`src/rtl/icache_refill_ctrl_if.sv`:
```
// Core-fetch and backing-memory refill signals of the direct-mapped instruction cache.
interface icache_refill_ctrl_if;
  logic        rd_req;
  logic [29:0] addr;
  logic [31:0] rd_data;
  logic        miss;
  logic        mem_rd_req;
  logic [29:0] mem_rd_addr;
  logic        mem_rd_valid;
  logic [31:0] mem_rd_data;

  modport slave (
    input  rd_req, addr, mem_rd_valid, mem_rd_data,
    output rd_data, miss, mem_rd_req, mem_rd_addr
  );

  modport master (
    output rd_req, addr, mem_rd_valid, mem_rd_data,
    input  rd_data, miss, mem_rd_req, mem_rd_addr
  );
endinterface

```
`src/rtl/icache_refill_ctrl.sv`:
```
// Direct-mapped read-only instruction cache with zero-latency hits and line refill FSM.
// Define ICACHE_STATS_EN to add wrapping hit_count / miss_count outputs.
module icache_refill_ctrl #(
  parameter int LINE_ADDR_LEN = 3,
  parameter int SET_ADDR_LEN  = 4
) (
  input  logic clk,
  input  logic rst,
  icache_refill_ctrl_if.slave bus
`ifdef ICACHE_STATS_EN
  ,
  output logic [31:0] hit_count,
  output logic [31:0] miss_count
`endif
);

  localparam int TAG_LEN = 30 - LINE_ADDR_LEN - SET_ADDR_LEN;
  localparam int WORDS   = 1 << LINE_ADDR_LEN;
  localparam int SETS    = 1 << SET_ADDR_LEN;

  // IDLE: serve hits / detect miss | REFILL: collect beats | FILL_DONE: one settle cycle
  typedef enum logic [1:0] {IDLE, REFILL, FILL_DONE} state_t;

  state_t                   state;
  logic [SETS-1:0]          valid_q;
  logic [TAG_LEN-1:0]       tag_q  [SETS];
  logic [31:0]              data_q [SETS][WORDS];
  logic [LINE_ADDR_LEN-1:0] beat_cnt;
  logic                     mem_rd_req_q;
  logic [29:0]              mem_rd_addr_q;

  logic [TAG_LEN-1:0]       req_tag;
  logic [SET_ADDR_LEN-1:0]  req_set;
  logic [LINE_ADDR_LEN-1:0] req_word;
  logic [TAG_LEN-1:0]       fill_tag;
  logic [SET_ADDR_LEN-1:0]  fill_set;
  logic                     hit;
  logic                     fill_we;

  assign req_tag  = bus.addr[29 -: TAG_LEN];
  assign req_set  = bus.addr[LINE_ADDR_LEN +: SET_ADDR_LEN];
  assign req_word = bus.addr[LINE_ADDR_LEN-1:0];
  assign fill_tag = mem_rd_addr_q[29 -: TAG_LEN];
  assign fill_set = mem_rd_addr_q[LINE_ADDR_LEN +: SET_ADDR_LEN];

  assign hit     = valid_q[req_set] && (tag_q[req_set] == req_tag);
  assign fill_we = (state == REFILL) && bus.mem_rd_valid;

  assign bus.miss        = !rst && ((state != IDLE) || (bus.rd_req && !hit));
  assign bus.rd_data     = data_q[req_set][req_word];
  assign bus.mem_rd_req  = mem_rd_req_q;
  assign bus.mem_rd_addr = mem_rd_addr_q;

  always_ff @(posedge clk or posedge rst) begin
    if (rst) begin
      state         <= IDLE;
      valid_q       <= '0;
      beat_cnt      <= '0;
      mem_rd_req_q  <= 1'b0;
      mem_rd_addr_q <= '0;
    end else begin
      case (state)
        IDLE: begin
          if (bus.rd_req && !hit) begin
            state         <= REFILL;
            mem_rd_req_q  <= 1'b1;
            mem_rd_addr_q <= {bus.addr[29:LINE_ADDR_LEN], {LINE_ADDR_LEN{1'b0}}};
            // Old line is being overwritten; keep it invalid until the last beat lands.
            valid_q[req_set] <= 1'b0;
          end
        end
        REFILL: begin
          if (bus.mem_rd_valid) begin
            beat_cnt <= beat_cnt + 1'b1;
            if (&beat_cnt) begin
              valid_q[fill_set] <= 1'b1;
              mem_rd_req_q      <= 1'b0;
              state             <= FILL_DONE;
            end
          end
        end
        FILL_DONE: state <= IDLE;
        default:   state <= IDLE;
      endcase
    end
  end

  // Storage arrays carry no reset; validity alone decides whether contents are used.
  always_ff @(posedge clk) begin
    if (fill_we) begin
      data_q[fill_set][beat_cnt] <= bus.mem_rd_data;
      if (&beat_cnt) tag_q[fill_set] <= fill_tag;
    end
  end

`ifdef ICACHE_STATS_EN
  always_ff @(posedge clk or posedge rst) begin
    if (rst) begin
      hit_count  <= '0;
      miss_count <= '0;
    end else if (state == IDLE && bus.rd_req) begin
      if (hit) hit_count  <= hit_count + 1'b1;
      else     miss_count <= miss_count + 1'b1;
    end
  end
`endif

endmodule
```
`src/flat_wrapper.sv`:
```
// flat-port wrapper written by rule: the top's interface ports become plain ports
module icache_refill_ctrl_flat 
#(
  parameter int LINE_ADDR_LEN = 3,
  parameter int SET_ADDR_LEN  = 4
)
  (clk, rst, bus_rd_req, bus_addr, bus_mem_rd_valid, bus_mem_rd_data, bus_rd_data, bus_miss, bus_mem_rd_req, bus_mem_rd_addr);
  icache_refill_ctrl_if bus_i ();
  input  logic clk;
  input  logic rst;
  input wire logic [$bits(bus_i.rd_req)-1:0] bus_rd_req;
  input wire logic [$bits(bus_i.addr)-1:0] bus_addr;
  input wire logic [$bits(bus_i.mem_rd_valid)-1:0] bus_mem_rd_valid;
  input wire logic [$bits(bus_i.mem_rd_data)-1:0] bus_mem_rd_data;
  output wire logic [$bits(bus_i.rd_data)-1:0] bus_rd_data;
  output wire logic [$bits(bus_i.miss)-1:0] bus_miss;
  output wire logic [$bits(bus_i.mem_rd_req)-1:0] bus_mem_rd_req;
  output wire logic [$bits(bus_i.mem_rd_addr)-1:0] bus_mem_rd_addr;
  assign bus_i.rd_req = bus_rd_req;
  assign bus_i.addr = bus_addr;
  assign bus_i.mem_rd_valid = bus_mem_rd_valid;
  assign bus_i.mem_rd_data = bus_mem_rd_data;
  assign bus_rd_data = bus_i.rd_data;
  assign bus_miss = bus_i.miss;
  assign bus_mem_rd_req = bus_i.mem_rd_req;
  assign bus_mem_rd_addr = bus_i.mem_rd_addr;
  icache_refill_ctrl #(.LINE_ADDR_LEN(LINE_ADDR_LEN), .SET_ADDR_LEN(SET_ADDR_LEN)) u_core (.clk(clk), .rst(rst), .bus(bus_i));
endmodule
```
`config.mk`:
```
export PLATFORM = sky130hd
export DESIGN_NAME = icache_refill_ctrl_flat
export DESIGN_NICKNAME = d
export VERILOG_FILES = /design/src/rtl/icache_refill_ctrl_if.sv /design/src/rtl/icache_refill_ctrl.sv /design/src/flat_wrapper.sv
export SDC_FILE = /design/constraint.sdc
export NUM_CORES = 2
export LEC_CHECK = 0
export ABC_AREA = 1
export BUFFER_PORTS_ARGS = -buffer_cell sky130_fd_sc_hd__buf_4
export CAP_MARGIN = 5
export CORE_ASPECT_RATIO = 0.8
export CORE_UTILIZATION = 57
export DETAILED_ROUTE_END_ITERATION = 16
export PLACE_DENSITY_LB_ADDON = 0.12
export RECOVER_POWER = 100
export SKIP_CTS_REPAIR_TIMING = 1
export SYNTH_ARGS = -nofsm -noshare
export SYNTH_HDL_FRONTEND = slang
export SYNTH_MEMORY_MAX_BITS = 65536
export SYNTH_SLANG_ARGS = --single-unit
```
`constraint.sdc`:
```
create_clock -name clk -period 2.9 [get_ports clk]
set_clock_uncertainty 0.05 [all_clocks]
set_input_delay 0.145 -clock clk [delete_from_list [all_inputs] [get_ports clk]]
set_output_delay 0.145 -clock clk [all_outputs]
set_load 0.1 [all_outputs]
```
# == Yosys cells after proc, flatten, opt, wreduce, memory -nomap -nowiden ==
# Memories as Yosys holds them, arrays and structs flattened.
# Index checks and enable logic that the tools add are counted.
# totals
ff_bits,49
mem_bits_rw,4464
out_inout_bits,64
mem_count,2
# memory_table
memory,depth,word_bits,rd,rd_clocked_by_memory_dff,write_ports,line,text
u_core.data_q,16,256,1,0,1,icache_refill_ctrl.sv:27,logic [31:0] data_q [SETS][WORDS];
u_core.tag_q,16,23,1,0,1,icache_refill_ctrl.sv:26,logic [TAG_LEN-1:0] tag_q [SETS];
# op_classes
add_sub_neg,1
n_lt_le_gt_ge,7
n_eq_ne,5
n_mux,28
n_bitwise,5
n_reduce_logical,18
# ops
operator,n
$mux W256,1
$bmux W32 S3,1
$demux W32 S3,1
$mux W32,3
$mux W16,3
$pmux W16 S2,1
$eq A23 B23 Y1,1
$and A16 B16 Y16,1
$not A16 Y16,1
$or A16 B16 Y16,1
$lt A4 B5 Y1 const B,2
$mux W1,10
$demux W1 S4,2
$ge A4 B1 Y1 const B,2
$ge A4 B4 Y1 const B,2
$not A3 Y4,2
$logic_and A1 B1 Y1,7
$mux W2,3
$reduce_and A3 Y1,2
$bmux W1 S4,1
$lt A4 B1 Y1 const B,1
$ne A2 B2 Y1 const B,2
$pmux W2 S2,1
$reduce_and A2 Y1,2
9 further kinds,11

# == Logic depth before layout (Yosys ltp) ==
# logic_depth
word_depth,8
mapped_depth,20
depth_no_buf,18

# == Worst setup path after synthesis ==
# No wires, ideal clock.
# synth_path
path_kind,in2out
start,in bus_addr[3]
end,out bus_rd_data[1]
arrival_time_ps,3257
path_slack_ps,-552
cell_stages,12
n_path_buf,5
path_cell_list,buf_6 buf_6 nor2_2 buf_4 buf_2 clkbuf_1 a22oi_1 a21oi_1 nor3_1 a21oi_1 o41ai_1 a22oi_1
# synth_between
elab_chain_len,4
# synth_lines
element,line,text
"start, declared",flat_wrapper.sv:12,input wire logic [$bits(bus_i.addr)-1:0] bus_addr;
$mem_v2 Z16 W256,--,
$bmux W32 S3,icache_refill_ctrl.sv:50,assign bus.rd_data = data_q[req_set][req_word];
$mux W32 (not written as such) (2 in series),icache_refill_ctrl.sv:50,
"end, declared",flat_wrapper.sv:15,output wire logic [$bits(bus_i.rd_data)-1:0] bus_rd_data;
# No other way between the ends. The select of a mux whose other input is x is not followed.

# == Final worst setup path ==
# layout_path
start,in bus_mem_rd_data[11]
end,mem u_core.data_q[6][203] in the netlist's numbering (data pin)
# layout_lines
element,line,text
"start, declared",flat_wrapper.sv:14,input wire logic [$bits(bus_i.mem_rd_data)-1:0] bus_mem_rd_data;
"end, declared",icache_refill_ctrl.sv:27,
# No word-level cell before the write port.

==> flow_summary_export.csv <==
group,metric,value,unit
sta,rsz0062_at_grt,"yes",
sta,finalCriticalPeriod,3.39,ns
global_route,grt_pass1_wl,752,mm
floorplanning,die_h,489,µm
global_route,grt_usage,0.355,
logic_synthesis,synthTopCellsByCount,"edfxtp_1, a22oi_1, nand2_1",
sta,finalHoldViolations,1,
logic_synthesis,yosysTopAreaCell,"edfxtp_1",
critical_path,crit_required,3.44,ns
pwr,internal_power,110,mW
logic_synthesis,synthCells,10657,
pwr,switching_share,0.242,
critical_path,crit_fanout,80,
sta,maxSlewViolCount,2081,
clock_tree,cts_buffer_depth,4,
sta,whs,-0.0547,ns
pwr,clockPowerShare,0.389,
global_route,grt.overflow.total,0,
sta,period_share,1.17,
clock_tree,clkTransAtPathRegs,0.06,ns
logic_synthesis,ys_seq_area_frac,0.802,
logic_synthesis,avgSynthCellArea,15.8,µm²
final_layout,fin_util,0.692,
placement,numPortBuffers,126,
final_layout,n_fill_cell,19104,
sta,final_critical_path_setup_slack,-0.489,ns
logic_synthesis,ys_async_sr_fraction,0.0109,
pwr,pwr_density_cell,715,nW/µm²
final_layout,drive_gt1_frac,0.216,
final_layout,area_growth,20.6,%
sta,fmax,295,MHz
pwr,power_frac_seq,0.513,
drt,dr_total_vias,107722,
logic_synthesis,ys_types,42,
sta,setup_viol,1905,
pwr,p_leak,67.5,nW
clock_tree,clock_latency,0.92,ns
global_route,grt.met1_usage,0.519,
logic_synthesis,yosys_warnings,0,
floorplanning,coreArea,294000,µm²
logic_synthesis,yosysMostFrequentCell,"edfxtp_1",
placement,gp_congestion,0.888,
global_route,met2_usage,0.532,
drt,drc,0,
placement,pre_cts_ws,-1.05,ns
clock_tree,clock-root-buffer,"clkbuf_16",
logic_synthesis,synth_area_leaders,"edfxtp_1, a22oi_1, nand2_1",
sta,maxSlewHeadroom,-1.17,
drt,drtIter0Drc,17205,
logic_synthesis,synth_edf_count,4464,
sta,worstMarginPinSlew,3.26,ns
global_route,busiest_layer,"met2",
final_layout,final_nets,11883,
clock_tree,cts_tree,"done",
placement,dp_hpwl,314,mm
drt,wl_per_cell,33.7,µm
job,cap_violations,32,
global_route,met3_usage,0.0758,
clock_tree,clock_sinks,4513,
logic_synthesis,synth_seq_cells,4513,
critical_path,worstSetupEndpointType,"register",
critical_path,cp-start-kind,"input port",
global_route,grt_max_degree,129,
drt,ant_nets,0,
drt,vias_per_cell,6.68,
clock_tree,numCtsBuffers,425,
pwr,p_switching,35.3,mW
clock_tree,htreeDepth,5,
floorplanning,ios,130,
min_path,hold_class,"input port to register",
floorplanning,die_w,610,µm
floorplanning,initial_core_util,0.573,
logic_synthesis,synth_top_area_frac,0.795,
pwr,p_comb_frac,0.097,
pwr,ir_drop,0.556,mV
drt,drt_pass1_iterations,6,
floorplanning,row_count,178,
logic_synthesis,ys.flop_type,"edfxtp_1",
global_route,antenna_found_initial,25,
status,failed_checks,"hold timing, capacitance limit, slew limit, setup timing",
critical_path,arrival,3.93,ns
global_route,grt_pass1_vias,102663,
critical_path,crit_type,"input port to register",
floorplanning,dieArea,298000,µm²
drt,wl,543,mm
status,status,"finished with violations",
logic_synthesis,netlist_area,169000,µm²
## power groups by stage
stage | registers, mW | logic [mW] | clock network [mW]
floorplan | 77.0 | 4.63 | 0
global placement | 75.8 | 13.3 | 0
detailed placement | 76.0 | 13.4 | 0
CTS | 74.6 | 13.5 | 56.9
global route | 74.8 | 14.5 | 59.3
finish | 74.7 | 14.2 | 56.7
## final timing paths
check	endpoint	startpoint	depth (start not counted)	slack, ns
worst min register to register	u_core.valid_q[15]	u_core.valid_q[15]	2	0.44
worst min-delay path	u_core.valid_q[6]	bus_addr[4]	7	-0.05
min in group asynchronous	u_core.bus.mem_rd_addr[7]	rst	5	0.98
worst max-delay path	u_core.data_q[6][203]	bus_mem_rd_data[11]	3	-0.49
worst max register to register	u_core.data_q[8][10]	u_core.state[1]	7	-0.23
max in group asynchronous	u_core.valid_q[4]	rst	5	0.84
## metrics by stage
stage / hold WS [ns] / total power [mW] / area (µm²) / setup TNS (ns) / cells
6_report: -0.0547 / 146 / 203000 / -178.45 / 16125
5_1_grt: 0.0204 / 149 / 203000 / -385.99 / 16122
4_1_cts: -0.752 / 145 / 200000 / -25.45 / 16053
3_5_place_dp: 0.218 / 89.4 / 186000 / -47.94 / 15281
3_3_place_gp: 0.216 / 89.1 / 186000 / -45.40 / 15281
2_1_floorplan: 0.194 / 81.6 / 169000 / -2121.93 / 10659
## cells by family (layout without fill, tap and decap cells)
group | count (synthesis) | in the layout | share of synthesized area
flip-flops | 4513 | 4513 | 0.802
XOR/XNOR | 1 | 1 | 0.0000519
buffers and inverters | 789 | 2290 | 0.0193
AO/OA/AOI/OAI | 3201 | 3201 | 0.128
adder cells (fa/ha/maj) | 2 | 2 | 0.000148
AND/OR/NAND/NOR | 2150 | 2150 | 0.0502
other | 1 | 8 | 0.0000222
## sequential cells by signal (all words and copies together), names as in the netlist
name,count
u_core.data_q,4096
u_core.bus.mem_rd_addr,27
u_core.valid_q,16
u_core.beat_cnt,3
u_core.state,2
u_core.tag_q,368
u_core.bus.mem_rd_req,1
## per-layer routing
layer	wire, µm	up-vias	share of wire
met5	58	-	0.00011
met4	22500	8	0.042
met3	72500	1055	0.13
met2	243000	7709	0.45
met1	205000	54509	0.38
li1	-	44441	-
## layout make-up
type / count / area [µm²] / share of cell area
Antenna cell: 5 / 12.5 / 0.0000615
Clock buffer: 513 / 11100 / 0.0547
Clock inverter: 259 / 2870 / 0.0141
Inverter: 88 / 409 / 0.00201
Multi-Input combinational cell: 5357 / 34300 / 0.169
Sequential cell: 4513 / 135000 / 0.665
Tap cell: 3960 / 4950 / 0.0243
Timing Repair Buffer: 1428 / 14500 / 0.0714
Timing Repair inverter: 2 / 22.5 / 0.000111
## worst max-delay path: stages
cell,delay (ns)
dlygate4sd3_1,0.60
clkbuf_1,2.09
clkbuf_8,0.83
## cell usage in the layout, fill, tap and decap left out, types with 30 or more instances in the layout
cell type and instances:
edfxtp_1 4464, a22oi_1 1728, nand2_1 1612, buf_4 859
a21oi_1 825, clkbuf_16 436, buf_12 260, a22oi_2 213
nor2_1 132, clkbuf_1 109, clkinv_1 106, buf_6 96
a21oi_2 93, clkinv_2 89, nor2_4 75, clkbuf_2 72
nand3_1 65, nor3_1 65, dlygate4sd3_1 65, bufinv_16 63
inv_1 59, nor3_2 57, a31oi_1 49, dfrtp_1 49
o41ai_2 38, nand2_2 31, o41ai_4 31, o21ai_0 30
(Power assumes the default switching activity.)
